===== src/rtl/uart_tx_scheduler.sv =====
// uart_tx_scheduler
//   Shares one UART transmit line between NUM_REQ byte requesters. A
//   round-robin arbiter picks one requester while the line is idle. The
//   chosen byte is sent as one frame: a start bit (0), DATA_BITS data bits
//   LSB first, and a stop bit (1). Every bit lasts OVERSAMPLE tick pulses.
//
// Handshake (valid/ready):
//   A requester holds req_valid[i] high with its byte on its req_data slice.
//   req_ready is a one-hot combinational grant. It is only non-zero in IDLE
//   and only while rst_n is high. A byte is consumed on the rising edge where
//   req_valid[i] and req_ready[i] are both high. The byte is copied into the
//   shift register on that edge. After that edge the requester may change or
//   drop its data. Dropping req_valid before that edge consumes nothing.
//
// Ports:
//   clk        clock; all state changes on its rising edge
//   rst_n      synchronous active-low reset
//   tick       one-clk oversample strobe from the baud-rate generator
//   req_valid  per-requester byte-available flags
//   req_data   packed bytes; requester i at [i*DATA_BITS +: DATA_BITS]
//   req_ready  one-hot accept strobe
//   tx         registered serial output, idle high
//   busy       high while a frame is in progress
//   grant_id   index of the requester most recently accepted
//   state_dbg  current FSM state (0 IDLE, 1 START, 2 DATA, 3 STOP)
module uart_tx_scheduler #(
  parameter int NUM_REQ    = 4,
  parameter int DATA_BITS  = 8,
  parameter int OVERSAMPLE = 16,
  localparam int GW = (NUM_REQ > 1) ? $clog2(NUM_REQ) : 1
) (
  input  logic                         clk,
  input  logic                         rst_n,
  input  logic                         tick,
  input  logic [NUM_REQ-1:0]           req_valid,
  input  logic [NUM_REQ*DATA_BITS-1:0] req_data,
  output logic [NUM_REQ-1:0]           req_ready,
  output logic                         tx,
  output logic                         busy,
  output logic [GW-1:0]                grant_id,
  output logic [1:0]                   state_dbg
);

  localparam int TW = (OVERSAMPLE > 1) ? $clog2(OVERSAMPLE) : 1;
  localparam int BW = (DATA_BITS > 1) ? $clog2(DATA_BITS) : 1;
  localparam logic [TW-1:0] TICK_LAST = TW'(OVERSAMPLE - 1);
  localparam logic [BW-1:0] BIT_LAST  = BW'(DATA_BITS - 1);

  typedef enum logic [1:0] {
    ST_IDLE  = 2'd0,
    ST_START = 2'd1,
    ST_DATA  = 2'd2,
    ST_STOP  = 2'd3
  } state_t;

  state_t               state_q, state_d;
  logic                 tx_q, tx_d;
  logic [TW-1:0]        tick_cnt_q, tick_cnt_d;
  logic [BW-1:0]        bit_cnt_q, bit_cnt_d;
  logic [DATA_BITS-1:0] shift_q, shift_d;
  logic [GW-1:0]        grant_q, grant_d;
  logic [GW-1:0]        ptr_q, ptr_d;

  logic                 sel_found;
  logic [GW-1:0]        sel_idx;
  logic [GW-1:0]        arb_idx;

  // Round-robin search. It starts at ptr and wraps modulo NUM_REQ.
  // The first valid index found wins.
  always_comb begin
    sel_found = 1'b0;
    sel_idx   = '0;
    arb_idx   = '0;
    for (int k = 0; k < NUM_REQ; k++) begin
      arb_idx = GW'((int'(ptr_q) + k) % NUM_REQ);
      if (!sel_found && req_valid[arb_idx]) begin
        sel_found = 1'b1;
        sel_idx   = arb_idx;
      end
    end
  end

  // The grant is gated by rst_n. This keeps req_ready at zero during reset,
  // so no requester can see a ready that will not be honoured.
  always_comb begin
    req_ready = '0;
    if (rst_n && (state_q == ST_IDLE) && sel_found) begin
      req_ready[sel_idx] = 1'b1;
    end
  end

  always_comb begin
    state_d    = state_q;
    tx_d       = tx_q;
    tick_cnt_d = tick_cnt_q;
    bit_cnt_d  = bit_cnt_q;
    shift_d    = shift_q;
    grant_d    = grant_q;
    ptr_d      = ptr_q;

    if (state_q == ST_IDLE) begin
      // Ticks are ignored here. The counters are cleared on accept, so a
      // tick on the accept edge does not count toward the start bit.
      tx_d = 1'b1;
      if (sel_found) begin
        shift_d    = req_data[sel_idx*DATA_BITS +: DATA_BITS];
        grant_d    = sel_idx;
        ptr_d      = GW'((int'(sel_idx) + 1) % NUM_REQ);
        tick_cnt_d = '0;
        bit_cnt_d  = '0;
        state_d    = ST_START;
        tx_d       = 1'b0;
      end
    end else if (tick) begin
      if (tick_cnt_q == TICK_LAST) begin
        // End of the current bit period.
        tick_cnt_d = '0;
        case (state_q)
          ST_START: begin
            state_d = ST_DATA;
            tx_d    = shift_q[0];
          end
          ST_DATA: begin
            if (bit_cnt_q == BIT_LAST) begin
              state_d = ST_STOP;
              tx_d    = 1'b1;
            end else begin
              bit_cnt_d = bit_cnt_q + 1'b1;
              shift_d   = shift_q >> 1;
              tx_d      = shift_d[0];
            end
          end
          ST_STOP: begin
            state_d = ST_IDLE;
            tx_d    = 1'b1;
          end
          default: begin
            state_d = ST_IDLE;
            tx_d    = 1'b1;
          end
        endcase
      end else begin
        tick_cnt_d = tick_cnt_q + 1'b1;
      end
    end
  end

  always_ff @(posedge clk) begin
    if (!rst_n) begin
      state_q    <= ST_IDLE;
      tx_q       <= 1'b1;
      tick_cnt_q <= '0;
      bit_cnt_q  <= '0;
      shift_q    <= '0;
      grant_q    <= '0;
      ptr_q      <= '0;
    end else begin
      state_q    <= state_d;
      tx_q       <= tx_d;
      tick_cnt_q <= tick_cnt_d;
      bit_cnt_q  <= bit_cnt_d;
      shift_q    <= shift_d;
      grant_q    <= grant_d;
      ptr_q      <= ptr_d;
    end
  end

  assign tx        = tx_q;
  assign busy      = (state_q != ST_IDLE);
  assign grant_id  = grant_q;
  assign state_dbg = state_q;

endmodule


===== config.mk =====
export PLATFORM = sky130hd
export DESIGN_NAME = uart_tx_scheduler
export DESIGN_NICKNAME = d
export VERILOG_FILES = /design/src/rtl/uart_tx_scheduler.sv
export SDC_FILE = /design/constraint.sdc
export NUM_CORES = 1
export LEC_CHECK = 0
export ABC_AREA = 0
export CAP_MARGIN = 10
export CELL_PAD_IN_SITES_DETAIL_PLACEMENT = 0
export CELL_PAD_IN_SITES_GLOBAL_PLACEMENT = 2
export CORE_MARGIN = 4
export CORE_UTILIZATION = 28
export DETAILED_ROUTE_END_ITERATION = 12
export GPL_ROUTABILITY_DRIVEN = 0
export PLACE_DENSITY_LB_ADDON = 0.1
export SYNTH_ARGS = -nofsm -noshare
export SYNTH_HDL_FRONTEND = slang
export SYNTH_SLANG_ARGS = --single-unit

===== constraint.sdc =====
create_clock -name clk -period 2.95 [get_ports clk]
set_input_delay 0.59 -clock clk [delete_from_list [all_inputs] [get_ports clk]]
set_output_delay 0.59 -clock clk [all_outputs]
set_load 0.005 [all_outputs]

==> flow_summary_export.csv <==
group,metric,value,unit
clock_network,cts_hold_buf,0,
clock_network,clkLatencyLatePin,0.26,ns
critical_path,worstSetupPathType,"primary input to output pin",
timing,rsz0062_at_grt,"false",
route,first_pass_iters,4,
global_route,grt_max_degree,13,
power_and_ir_drop,ir_worst_vdd,0.000278,V
placement,postPlaceCellArea,2220,µm²
logic_synthesis,yosys_warnings,0,
clock_network,cts.clk_slew.worst_paths,0.07,ns
logic_synthesis,syn_inst,190,
critical_path,crit-reg2reg-launch,"state_dbg[0]",
logic_synthesis,ys_ff_latch,22,
clock_network,cts_root_buffer,"clkbuf_8",
die,initial_utilization,29.6,%
route,via_count,1698,
critical_path,worstPathArrival,2.16,ns
placement,dp_hpwl,4.18,mm
die,die_area,6840,µm²
route,drt-initial-drc-count,81,
finish,design_area,2320,µm²
clock_network,cts_buffers,3,
timing,min_period,2.75,ns
clock_network,cts_tree,"built",
global_route,grt_usage,15.8,%
route,drc,0,
global_route,grt_pass1_vias,1696,
critical_path,required,2.36,ns
timing,period_share,93.2,%
timing,maxSlewViolCount,0,
finish,layout-drive-gt1-share,15.9,%
logic_synthesis,ys.flop_type,"dfxtp_1",
route,antenna_left,0,
finish,seqCellArea,440,µm²
global_route,grt_pass1_wl,8.34,mm
job,cap_viol_max_count,0,
power_and_ir_drop,power_density,764,nW/µm²
logic_synthesis,synth_seq_area_share,28.2,%
timing,finalHoldViolations,0,
global_route,antenna_found_initial,0,
logic_synthesis,synth.distinct_cells,50,
critical_path,critPathLaunch,"req_valid[0]",
status,status,"complete, no violations",
timing,fin_worst_skew,0.00468,ns
finish,nNetsFinal,298,
timing,worst_pin_slew,0.621,ns
global_route,overflow,0,
logic_synthesis,synth_area_per_cell,8.22,µm²
timing,slew-limit-headroom,57.6,%
logic_synthesis,netlist_area,1560,µm²
critical_path,end_kind,"output pin",
hold_path,hold_start,"grant_id[0]",
critical_path,path_max_fanout,7,
logic_synthesis,synth_nets,235,
finish,multi_input_area,1070,µm²
power_and_ir_drop,p_leak,0.000938,µW
die,num_rows,26,
logic_synthesis,async_reset_ff_share,0,%
route,wire_per_inst,16.3,µm
finish,antennaDiodeCount,0,
timing,finalSetupViolations,0,
finish,area_growth,48.3,%
die,die_w,82.7,µm
critical_path,start_kind,"primary input",
die,ios,49,
placement,portBuffers,48,
finish,fill_cells,537,
die,core,5270,µm²
logic_synthesis,synth-edff-count,0,
clock_network,cts_sinks,22,
route,vias_per_cell,5.27,
hold_path,hold_class,"register to register",
timing,max_freq,364,MHz
die,die_y,82.7,µm
finish,fin_util,43.9,%
route,routed_wl,5.24,mm
clock_network,clock_path_buffers,2,
clock_network,htreeDepth,1,
timing,hold_slack,0.475,ns
-- sequential cells by signal (all words and copies together), names as in the netlist --
register and cells:
shift_q 8, tick_cnt_q 4, bit_cnt_q 3, grant_id 2, ptr_q 2, state_dbg 2, tx 1
-- path summary, 6_finish.rpt --
check | endpoint | cells past startpoint | slack, ns
worst max-delay path | req_ready[2] | 6 | 0.20
worst min-delay path | grant_id[0] | 2 | 0.47
worst max register to register | bit_cnt_q[1] | 9 | 0.68
worst min register to register | grant_id[0] | 2 | 0.47
-- power by group --
part	switching, µW	internal [µW]	leakage [µW]	total, µW
Sequential	87.4	384	0.000181	471
Clock	95.7	119	0.0000288	215
Combinational	560	525	0.000729	1080
Total	743	1030	0.000938	1770
-- cell families after synthesis --
kind of cell / count (synthesis) / share of synthesized area (%)
compound gates: 71 / 33.5
xor+xnor: 2 / 1.12
fa+ha+maj: 6 / 4.81
buf+inv: 15 / 5.29
flops: 22 / 28.2
mux: 4 / 2.56
simple gates: 70 / 24.5
-- cells in the mapped netlist (all sizes together) (3+ instances only) --
cell type	n	area, µm²
o21ai	9	56.3
a2111oi	4	36.3
ha	6	75.1
a221oi	5	43.8
a311oi	5	43.8
mux2i	4	40.0
nor3	5	36.3
clkbuf	5	18.8
a2bb2oi	3	26.3
dfxtp	22	440
and3	7	43.8
a21o	5	37.5
nand2	17	66.3
inv	4	15.0
and2	3	18.8
o31ai	6	45.0
nand4	7	43.8
buf	6	48.8
nor2	13	51.3
nand3	6	30.0
a21oi	16	80.1
nor2b	6	45.1
-- cell type report --
cell class / instances / share of cell area (%)
Clock buffer: 4 / 2.38
Timing Repair Buffer: 69 / 27.8
Multi-Input combinational cell: 153 / 46.4
Inverter: 4 / 0.648
Sequential cell: 22 / 19.0
Tap cell: 70 / 3.78
-- layout by cell type, fill, tap and decap left out, drive strengths merged, types with 2 or more instances in the layout --
cell type and instances:
buf 21, a22oi 2, a21o 5, dlymetal6s2s 3
or2 2, o21bai 2, a211oi 2, and3 7
o41ai 2, a221oi 5, a2bb2oi 3, o21ai 9
clkdlybuf4s50 44, mux2i 4, nor2b 6, nand2b 2
nor3 5, nor2 13, and2 3, xor2 2
nand4 7, o31ai 6, a311oi 5, dfxtp 22
nand2 17, ha 6, clkbuf 4, a2111oi 4
inv 4, nand3 6, a21oi 16
-- metal layers --
layer	GRT usage, %	share of wire, %
met5	0	0
met4	1.80	0.72
met3	4.23	6.1
met2	25.4	46
met1	21.8	47
-- metrics by stage --
stage | setup WS [ns] | power (µW) | TNS, ns | cells
after floorplan | 0.811 | 1120 | 0 | 190
after global placement | 0.0502 | 1510 | 0 | 318
after detailed placement | -0.0290 | 1530 | -0.0499 | 318
after CTS | 0.0103 | 1760 | 0 | 322
after global routing | 0.0918 | 1930 | 0 | 322
final | 0.200 | 1770 | 0 | 322
-- worst max-delay path, stage by stage --
cell and delay, ns:
dlygate4sd2_1 0.33, nor2b_1 0.28, o21a_4 0.20, nor3_4 0.04
nor3_1 0.19, clkdlybuf4s50_1 0.53
-- what timing repair did --
action                     CTS  global route
setup buffers                0             0
setup endpoints to repair    2             3
pin swaps                    2             0
gates resized for setup      3             7
(Power assumes the default switching activity.)
